## src/rtl/gpu_pkg.sv

```systemverilog
// Shared definitions for the tetris GPU blocks: framebuffer geometry,
// scan-counter widths, fill-engine state type and a frame bounds helper.
package gpu_pkg;

    localparam int GPU_WIDTH  = 320;
    localparam int GPU_HEIGHT = 200;
    localparam int GPU_X_W    = 9;
    localparam int GPU_Y_W    = 8;

    // Scan counters carry one extra bit so x0+w-1 / y0+h-1 never overflow.
    localparam int SCAN_X_W = GPU_X_W + 1;
    localparam int SCAN_Y_W = GPU_Y_W + 1;

    typedef enum logic [1:0] {
        IDLE,
        RUN,
        FIN
    } fill_state_t;

    function automatic logic in_frame(
        input logic [SCAN_X_W-1:0] x,
        input logic [SCAN_Y_W-1:0] y
    );
        return (x < SCAN_X_W'(GPU_WIDTH)) && (y < SCAN_Y_W'(GPU_HEIGHT));
    endfunction

endpackage

```

## src/rtl/gpu_fill_engine_if.sv

```systemverilog
// Command and framebuffer-write bundle of the fill engine.
// slave: engine side (takes commands, drives RAM port 2); master: game side.
interface gpu_fill_engine_if;
    import gpu_pkg::*;

    logic                 cmd_valid;
    logic                 cmd_ready;
    logic                 cmd_clear;
    logic [GPU_X_W-1:0]   cmd_x;
    logic [GPU_Y_W-1:0]   cmd_y;
    logic [GPU_X_W-1:0]   cmd_w;
    logic [GPU_Y_W-1:0]   cmd_h;
    logic                 cmd_color;
    logic                 busy;
    logic                 done;
    logic [GPU_X_W-1:0]   ram_x;
    logic [GPU_Y_W-1:0]   ram_y;
    logic                 ram_we;
    logic                 ram_wdata;

    modport slave (
        input  cmd_valid, cmd_clear, cmd_x, cmd_y, cmd_w, cmd_h, cmd_color,
        output cmd_ready, busy, done, ram_x, ram_y, ram_we, ram_wdata
    );

    modport master (
        output cmd_valid, cmd_clear, cmd_x, cmd_y, cmd_w, cmd_h, cmd_color,
        input  cmd_ready, busy, done, ram_x, ram_y, ram_we, ram_wdata
    );

endinterface

```

## src/rtl/gpu_raster_counter.sv

```systemverilog
// Loadable raster walker: load latches origin and end point, each step
// advances x, wrapping to x0 and bumping y after x_end; holds on the last point.
// Ports: clk, rst, load, x0, y0, x_end, y_end, step -> x, y, last.
module gpu_raster_counter
    import gpu_pkg::*;
(
    input  logic                clk,
    input  logic                rst,
    input  logic                load,
    input  logic [SCAN_X_W-1:0] x0,
    input  logic [SCAN_Y_W-1:0] y0,
    input  logic [SCAN_X_W-1:0] x_end,
    input  logic [SCAN_Y_W-1:0] y_end,
    input  logic                step,
    output logic [SCAN_X_W-1:0] x,
    output logic [SCAN_Y_W-1:0] y,
    output logic                last
);

    logic [SCAN_X_W-1:0] x_q, x_d;
    logic [SCAN_Y_W-1:0] y_q, y_d;
    logic [SCAN_X_W-1:0] x0_q, x0_d;
    logic [SCAN_X_W-1:0] x_end_q, x_end_d;
    logic [SCAN_Y_W-1:0] y_end_q, y_end_d;
    logic                x_wrap;

    assign x_wrap = (x_q == x_end_q);
    assign last   = x_wrap && (y_q == y_end_q);
    assign x      = x_q;
    assign y      = y_q;

    always_comb begin
        x_d     = x_q;
        y_d     = y_q;
        x0_d    = x0_q;
        x_end_d = x_end_q;
        y_end_d = y_end_q;
        if (load) begin
            x_d     = x0;
            y_d     = y0;
            x0_d    = x0;
            x_end_d = x_end;
            y_end_d = y_end;
        end else if (step && !last) begin
            if (x_wrap) begin
                x_d = x0_q;
                y_d = y_q + SCAN_Y_W'(1);
            end else begin
                x_d = x_q + SCAN_X_W'(1);
            end
        end
    end

    always_ff @(posedge clk or posedge rst) begin
        if (rst) begin
            x_q     <= '0;
            y_q     <= '0;
            x0_q    <= '0;
            x_end_q <= '0;
            y_end_q <= '0;
        end else begin
            x_q     <= x_d;
            y_q     <= y_d;
            x0_q    <= x0_d;
            x_end_q <= x_end_d;
            y_end_q <= y_end_d;
        end
    end

endmodule

```

## src/rtl/gpu_fill_engine.sv

```systemverilog
// Rectangle-fill / screen-clear sequencer for framebuffer write port 2.
// Ports: clk, rst (async, active high), bus (gpu_fill_engine_if.slave):
//   cmd_* command handshake, busy/done status, registered ram_x/y/we/wdata.
// Optional macro GPU_FILL_CLIP_EN: suppress writes outside the 320x200 frame.
module gpu_fill_engine
    import gpu_pkg::*;
(
    input  logic               clk,
    input  logic               rst,
    gpu_fill_engine_if.slave   bus
);

    fill_state_t          state_q, state_d;
    logic                 scan_end_q, scan_end_d;
    logic                 color_q, color_d;
    logic [GPU_X_W-1:0]   ram_x_q, ram_x_d;
    logic [GPU_Y_W-1:0]   ram_y_q, ram_y_d;
    logic                 ram_we_q, ram_we_d;
    logic                 ram_wdata_q, ram_wdata_d;

    logic [SCAN_X_W-1:0]  ld_x0, ld_x_end;
    logic [SCAN_Y_W-1:0]  ld_y0, ld_y_end;
    logic                 ld_zero;
    logic                 load, step;
    logic [SCAN_X_W-1:0]  scan_x;
    logic [SCAN_Y_W-1:0]  scan_y;
    logic                 scan_last;
    logic                 pix_we;

    // Load values; end points use the widened counters so they cannot wrap.
    always_comb begin
        ld_x0    = '0;
        ld_y0    = '0;
        ld_x_end = SCAN_X_W'(GPU_WIDTH - 1);
        ld_y_end = SCAN_Y_W'(GPU_HEIGHT - 1);
        ld_zero  = 1'b0;
        if (!bus.cmd_clear) begin
            ld_x0    = {1'b0, bus.cmd_x};
            ld_y0    = {1'b0, bus.cmd_y};
            ld_x_end = {1'b0, bus.cmd_x} + {1'b0, bus.cmd_w} - SCAN_X_W'(1);
            ld_y_end = {1'b0, bus.cmd_y} + {1'b0, bus.cmd_h} - SCAN_Y_W'(1);
            ld_zero  = (bus.cmd_w == '0) || (bus.cmd_h == '0);
        end
    end

    gpu_raster_counter u_cnt (
        .clk   (clk),
        .rst   (rst),
        .load  (load),
        .x0    (ld_x0),
        .y0    (ld_y0),
        .x_end (ld_x_end),
        .y_end (ld_y_end),
        .step  (step),
        .x     (scan_x),
        .y     (scan_y),
        .last  (scan_last)
    );

`ifdef GPU_FILL_CLIP_EN
    assign pix_we = in_frame(scan_x, scan_y);
`else
    logic unused_scan_msb;
    assign pix_we          = 1'b1;
    assign unused_scan_msb = scan_x[SCAN_X_W-1] ^ scan_y[SCAN_Y_W-1];
`endif

    // RUN spends one extra cycle after the last point is registered so the
    // final write is on the bus before FIN raises done.
    always_comb begin
        state_d     = state_q;
        scan_end_d  = scan_end_q;
        color_d     = color_q;
        ram_x_d     = ram_x_q;
        ram_y_d     = ram_y_q;
        ram_we_d    = 1'b0;
        ram_wdata_d = ram_wdata_q;
        load        = 1'b0;
        step        = 1'b0;
        unique case (state_q)
            IDLE: begin
                if (bus.cmd_valid) begin
                    load       = 1'b1;
                    color_d    = bus.cmd_color;
                    scan_end_d = 1'b0;
                    state_d    = ld_zero ? FIN : RUN;
                end
            end
            RUN: begin
                if (!scan_end_q) begin
                    ram_x_d     = scan_x[GPU_X_W-1:0];
                    ram_y_d     = scan_y[GPU_Y_W-1:0];
                    ram_we_d    = pix_we;
                    ram_wdata_d = color_q;
                    step        = 1'b1;
                    scan_end_d  = scan_last;
                end else begin
                    state_d = FIN;
                end
            end
            FIN: begin
                state_d = IDLE;
            end
            default: begin
                state_d = IDLE;
            end
        endcase
    end

    always_ff @(posedge clk or posedge rst) begin
        if (rst) begin
            state_q     <= IDLE;
            scan_end_q  <= 1'b0;
            color_q     <= 1'b0;
            ram_x_q     <= '0;
            ram_y_q     <= '0;
            ram_we_q    <= 1'b0;
            ram_wdata_q <= 1'b0;
        end else begin
            state_q     <= state_d;
            scan_end_q  <= scan_end_d;
            color_q     <= color_d;
            ram_x_q     <= ram_x_d;
            ram_y_q     <= ram_y_d;
            ram_we_q    <= ram_we_d;
            ram_wdata_q <= ram_wdata_d;
        end
    end

    assign bus.cmd_ready = (state_q == IDLE);
    assign bus.busy      = (state_q == RUN);
    assign bus.done      = (state_q == FIN);
    assign bus.ram_x     = ram_x_q;
    assign bus.ram_y     = ram_y_q;
    assign bus.ram_we    = ram_we_q;
    assign bus.ram_wdata = ram_wdata_q;

endmodule

```

## src/flat_wrapper.sv

```systemverilog
// flat-port wrapper written by rule: the top's interface ports become plain ports
module gpu_fill_engine_flat import gpu_pkg::*;
  (clk, rst, bus_cmd_valid, bus_cmd_clear, bus_cmd_x, bus_cmd_y, bus_cmd_w, bus_cmd_h, bus_cmd_color, bus_cmd_ready, bus_busy, bus_done, bus_ram_x, bus_ram_y, bus_ram_we, bus_ram_wdata);
  gpu_fill_engine_if bus_i ();
  input  logic clk;
  input  logic rst;
  input wire logic [$bits(bus_i.cmd_valid)-1:0] bus_cmd_valid;
  input wire logic [$bits(bus_i.cmd_clear)-1:0] bus_cmd_clear;
  input wire logic [$bits(bus_i.cmd_x)-1:0] bus_cmd_x;
  input wire logic [$bits(bus_i.cmd_y)-1:0] bus_cmd_y;
  input wire logic [$bits(bus_i.cmd_w)-1:0] bus_cmd_w;
  input wire logic [$bits(bus_i.cmd_h)-1:0] bus_cmd_h;
  input wire logic [$bits(bus_i.cmd_color)-1:0] bus_cmd_color;
  output wire logic [$bits(bus_i.cmd_ready)-1:0] bus_cmd_ready;
  output wire logic [$bits(bus_i.busy)-1:0] bus_busy;
  output wire logic [$bits(bus_i.done)-1:0] bus_done;
  output wire logic [$bits(bus_i.ram_x)-1:0] bus_ram_x;
  output wire logic [$bits(bus_i.ram_y)-1:0] bus_ram_y;
  output wire logic [$bits(bus_i.ram_we)-1:0] bus_ram_we;
  output wire logic [$bits(bus_i.ram_wdata)-1:0] bus_ram_wdata;
  assign bus_i.cmd_valid = bus_cmd_valid;
  assign bus_i.cmd_clear = bus_cmd_clear;
  assign bus_i.cmd_x = bus_cmd_x;
  assign bus_i.cmd_y = bus_cmd_y;
  assign bus_i.cmd_w = bus_cmd_w;
  assign bus_i.cmd_h = bus_cmd_h;
  assign bus_i.cmd_color = bus_cmd_color;
  assign bus_cmd_ready = bus_i.cmd_ready;
  assign bus_busy = bus_i.busy;
  assign bus_done = bus_i.done;
  assign bus_ram_x = bus_i.ram_x;
  assign bus_ram_y = bus_i.ram_y;
  assign bus_ram_we = bus_i.ram_we;
  assign bus_ram_wdata = bus_i.ram_wdata;
  gpu_fill_engine u_core (.clk(clk), .rst(rst), .bus(bus_i));
endmodule
```

## config.mk

```make
export PLATFORM = sky130hd
export DESIGN_NAME = gpu_fill_engine_flat
export DESIGN_NICKNAME = d
export VERILOG_FILES = /design/src/rtl/gpu_pkg.sv /design/src/rtl/gpu_fill_engine_if.sv /design/src/rtl/gpu_raster_counter.sv /design/src/rtl/gpu_fill_engine.sv /design/src/flat_wrapper.sv
export SDC_FILE = /design/constraint.sdc
export NUM_CORES = 1
export LEC_CHECK = 0
export CAP_MARGIN = 20
export CORE_UTILIZATION = 30
export DETAILED_ROUTE_END_ITERATION = 6
export PLACE_DENSITY = 0.58
export SYNTH_ARGS = -nofsm -noshare
export SYNTH_HDL_FRONTEND = slang
export SYNTH_SLANG_ARGS = --single-unit
```

## constraint.sdc

```tcl
create_clock -name clk -period 2.1 [get_ports clk]
set_clock_uncertainty 0.1 [all_clocks]
set_input_delay 0.42 -clock clk [delete_from_list [all_inputs] [get_ports clk]]
set_output_delay 0.42 -clock clk [all_outputs]
set_load 0.05 [all_outputs]
```

==> impl_metrics.ini <==
[yosys]
synth_ff_type = dfrtp_1
synthArstFlopShare_pct = 100
synth_top_area_share_pct = 39.4
synth-warning-count = 0
syn-instance-count = 524
synth_top_area_cell = dfrtp_1
ys_ff_latch = 70
synth_area_um2 = 4450
yosysSeqAreaShare_pct = 39.4
syn-num-nets = 599
synth_cell_types = 53
avgSynthCellArea_um2 = 8.49
synth_area_leaders = dfrtp_1 39%, ha_1 9.6%, nand2_1 8.2%
synth_edf_count = 0

[critical_path]
crit_path_end_kind = register
path_max_fanout = 2
r2r_start = u_core.u_cnt.x_end_q[4]$_DFFE_PP0P_
required_ps = 2210
rrSetupSlack_ps = 40
reg2reg_depth = 8
arrival_ps = 2250
r2r-end = u_core.u_cnt.y[6]$_DFFE_PP0P_
start_kind = primary input
critPathKind = primary input to register

[cells_and_area]
area.growth.synth_to_final_pct = 55.6
regArea_um2 = 1750
n_antenna_cell = 0
fillers = 1377
nets = 771
drive_gt1_share_pct = 38.5
multiInputGateArea_um2 = 2800

[hold_path]
hold_start = bus_cmd_y[1]
worstHoldPathCells = 3
min_path_type = primary input to register
hold_path_end = u_core.u_cnt.y[1]$_DFFE_PP0P_

[timing]
fin_ws_ps = -35.9
slew_violations = 0
clock.fmax_ghz = 0.468
worst_pin_slew_ps = 499
period_share_pct = 102
rsz0062_at_grt = yes
finalSetupViolCount = 2
period_minus_slack_ps = 2140
timing.hold.ws_ps = 224
finalHoldViolCount = 0
slew_headroom_pct = 66.6

[clocking]
clkTransAtPathRegs_ps = 60
htreeDepth = 3
cts-buffers-inserted = 9
cts-root-buf = clkbuf_16
cts_buffer_depth = 2
clock_latency_ps = 340
cts_tree = yes
clock-sinks = 70

[drt]
via_per_inst = 4.73
drt_iter0_drc = 180
dr.pass1.iters = 4
ant_nets = 0
drcViolationCount = 0
drt-total-wl_um = 12500
wl_per_cell_um = 14.1
num_vias = 4188

[grt]
grt_usage_pct = 17.3
grt_pass1_vias = 4196
grt_pass1_wl_um = 20200
antenna_found_initial = 0
grt_overflow = 0
grt_max_degree = 71

[status]
violations = setup timing
run_status = complete, but fails checks

[power_and_ir_drop]
p_leak_nw = 3.31
powerDensity_nw_per_um2 = 1150
peakVddDrop_uv = 579

[die]
die_w_um = 124
fp.dieArea_um2 = 15300
core_area_um2 = 14500
die_h_um = 124
io_pins = 61
initial_core_util_pct = 30.7
fp-row-count = 44

[placed_design]
dp_hpwl_um = 8910
gp_congestion = 0.831
dpl_worst_slack_ps = -1020
port_buffers = 60

[run]
cap_violations = 0
-- report_power, final --
part           total (mW)  internal (mW)  switching (mW)
combinational        4.08           1.85            2.22
sequential           2.36           1.93           0.422
clock                1.53          0.982           0.547
total                7.96           4.77            3.19
-- cells in the final DEF (no fill, tap or decap), drive strengths merged, types with 3 or more instances in the layout --
master         Yosys  final
clkbuf            14     20
o41ai              4      4
mux2i              4      4
o211ai             4      4
or3                4      4
nor4               5      5
a31oi             10     10
a21o               3      3
o311ai             3      3
a32o               4      4
a22o               5      5
inv               77     76
nor2              34     34
nor3               9      9
buf                8    149
nor2b              4      4
o21ai             24     24
o31ai              5      5
ha                34     34
xnor2             18     18
a2bb2oi            3      3
dfrtp             70     70
nand4              7      7
xor2              18     18
and3               4      4
nand2             97     97
nand3             19     19
dlygate4sd2        0      8
clkdlybuf4s50      0     15
a21oi             13     13
-- area by class of cell --
type | instances | area share (%)
clock buffers | 13 | 3.76
clock inverters | 3 | 0.615
inverters | 78 | 4.97
multi-input cells | 354 | 40.5
flip-flops and latches | 70 | 25.3
well taps | 184 | 3.33
repair buffers | 183 | 21.5
-- critical path, cell delays in order --
cell       delay, ps
buf_8            100
inv_4             50
ha_4             200
inv_4             50
ha_4             120
inv_2             40
fa_2             370
nor2b_4          170
o21ai_4           90
a21boi_4         150
o21ai_2           90
a2111oi_2        300
nor3b_1           90
-- metal layers --
metal / GRT usage [%] / vias up / part of all wire (%)
met5: 0 / - / 0
met4: 9.86 / 0 / 2.6
met3: 2.06 / 21 / 4.5
met2: 26.4 / 97 / 46
met1: 23.6 / 1984 / 47
li1: - / 2086 / -
-- flip-flops by register name (all words and copies together), names as in the netlist, 2 cells and up --
register	flops
u_core.u_cnt.x	10
u_core.u_cnt.x_end_q	10
u_core.bus.ram_x	9
u_core.u_cnt.x0_q	9
u_core.u_cnt.y	9
u_core.u_cnt.y_end_q	9
u_core.bus.ram_y	8
u_core.state_q	2
-- cells by family (layout without fill, tap and decap cells) --
logic type,Yosys count,after routing,share of synthesized area [%]
fa+ha+maj,36,36,10.5
simple gates,191,191,19.8
mux,5,5,1.15
compound gates,86,86,13.0
xor+xnor,36,36,7.09
flops,70,70,39.4
buf+inv,100,277,9.09
-- through the flow --
stage | total power, mW | TNS (ps) | utilization, % | cells | instance area (µm²)
detailed placement | 6.06 | -9240 | 41.6 | 832 | 6020
global route | 8.48 | -422 | 47.8 | 885 | 6920
finish | 7.96 | -38.6 | 47.8 | 885 | 6920
CTS | 7.85 | -29.6 | 46.2 | 873 | 6690
global placement | 5.97 | -8380 | 41.6 | 832 | 6020
floorplan | 4.66 | -442 | - | 524 | 4630
-- worst max path at each step --
stage	slack, ps	end	depth (start not counted)	from
after floorplan	-280	u_core.u_cnt.y_end_q[7]$_DFFE_PP0P_	12	bus_cmd_y[1]
final	-40	u_core.u_cnt.y_end_q[7]$_DFFE_PP0P_	13	bus_cmd_h[1]
after global placement	-950	u_core.u_cnt.y_end_q[7]$_DFFE_PP0P_	13	bus_cmd_y[1]
after detailed placement	-1020	u_core.u_cnt.y_end_q[7]$_DFFE_PP0P_	13	bus_cmd_y[1]
after global routing	-130	u_core.u_cnt.y_end_q[7]$_DFFE_PP0P_	13	bus_cmd_h[1]
after CTS	-30	u_core.u_cnt.y_end_q[7]$_DFFE_PP0P_	13	bus_cmd_h[1]
-- what timing repair did --
action                     in CTS  in global routing
setup endpoints to repair      20                 19
gates resized for setup       129                 58
hold buffers                    0                  0
pin swaps                      42                 44
buffers inserted               26                 13
-- synthesized netlist by cell type (all sizes together), types with 2 or more instances --
cell type  number
nand3          19
or4             2
nor2b           4
nor4            5
ha             34
nor3            9
inv            77
nand2b          2
xnor2          18
a32o            4
xor2           18
nand4           7
a22o            5
a2bb2oi         3
mux2i           4
o311ai          3
nand2          97
o41ai           4
a21oi          13
clkbuf         14
buf             8
a211oi          2
nor2           34
fa              2
a31oi          10
or3             4
o211ai          4
a21o            3
o31ai           5
and3            4
dfrtp          70
o21ai          24
(Power assumes the default switching activity.)
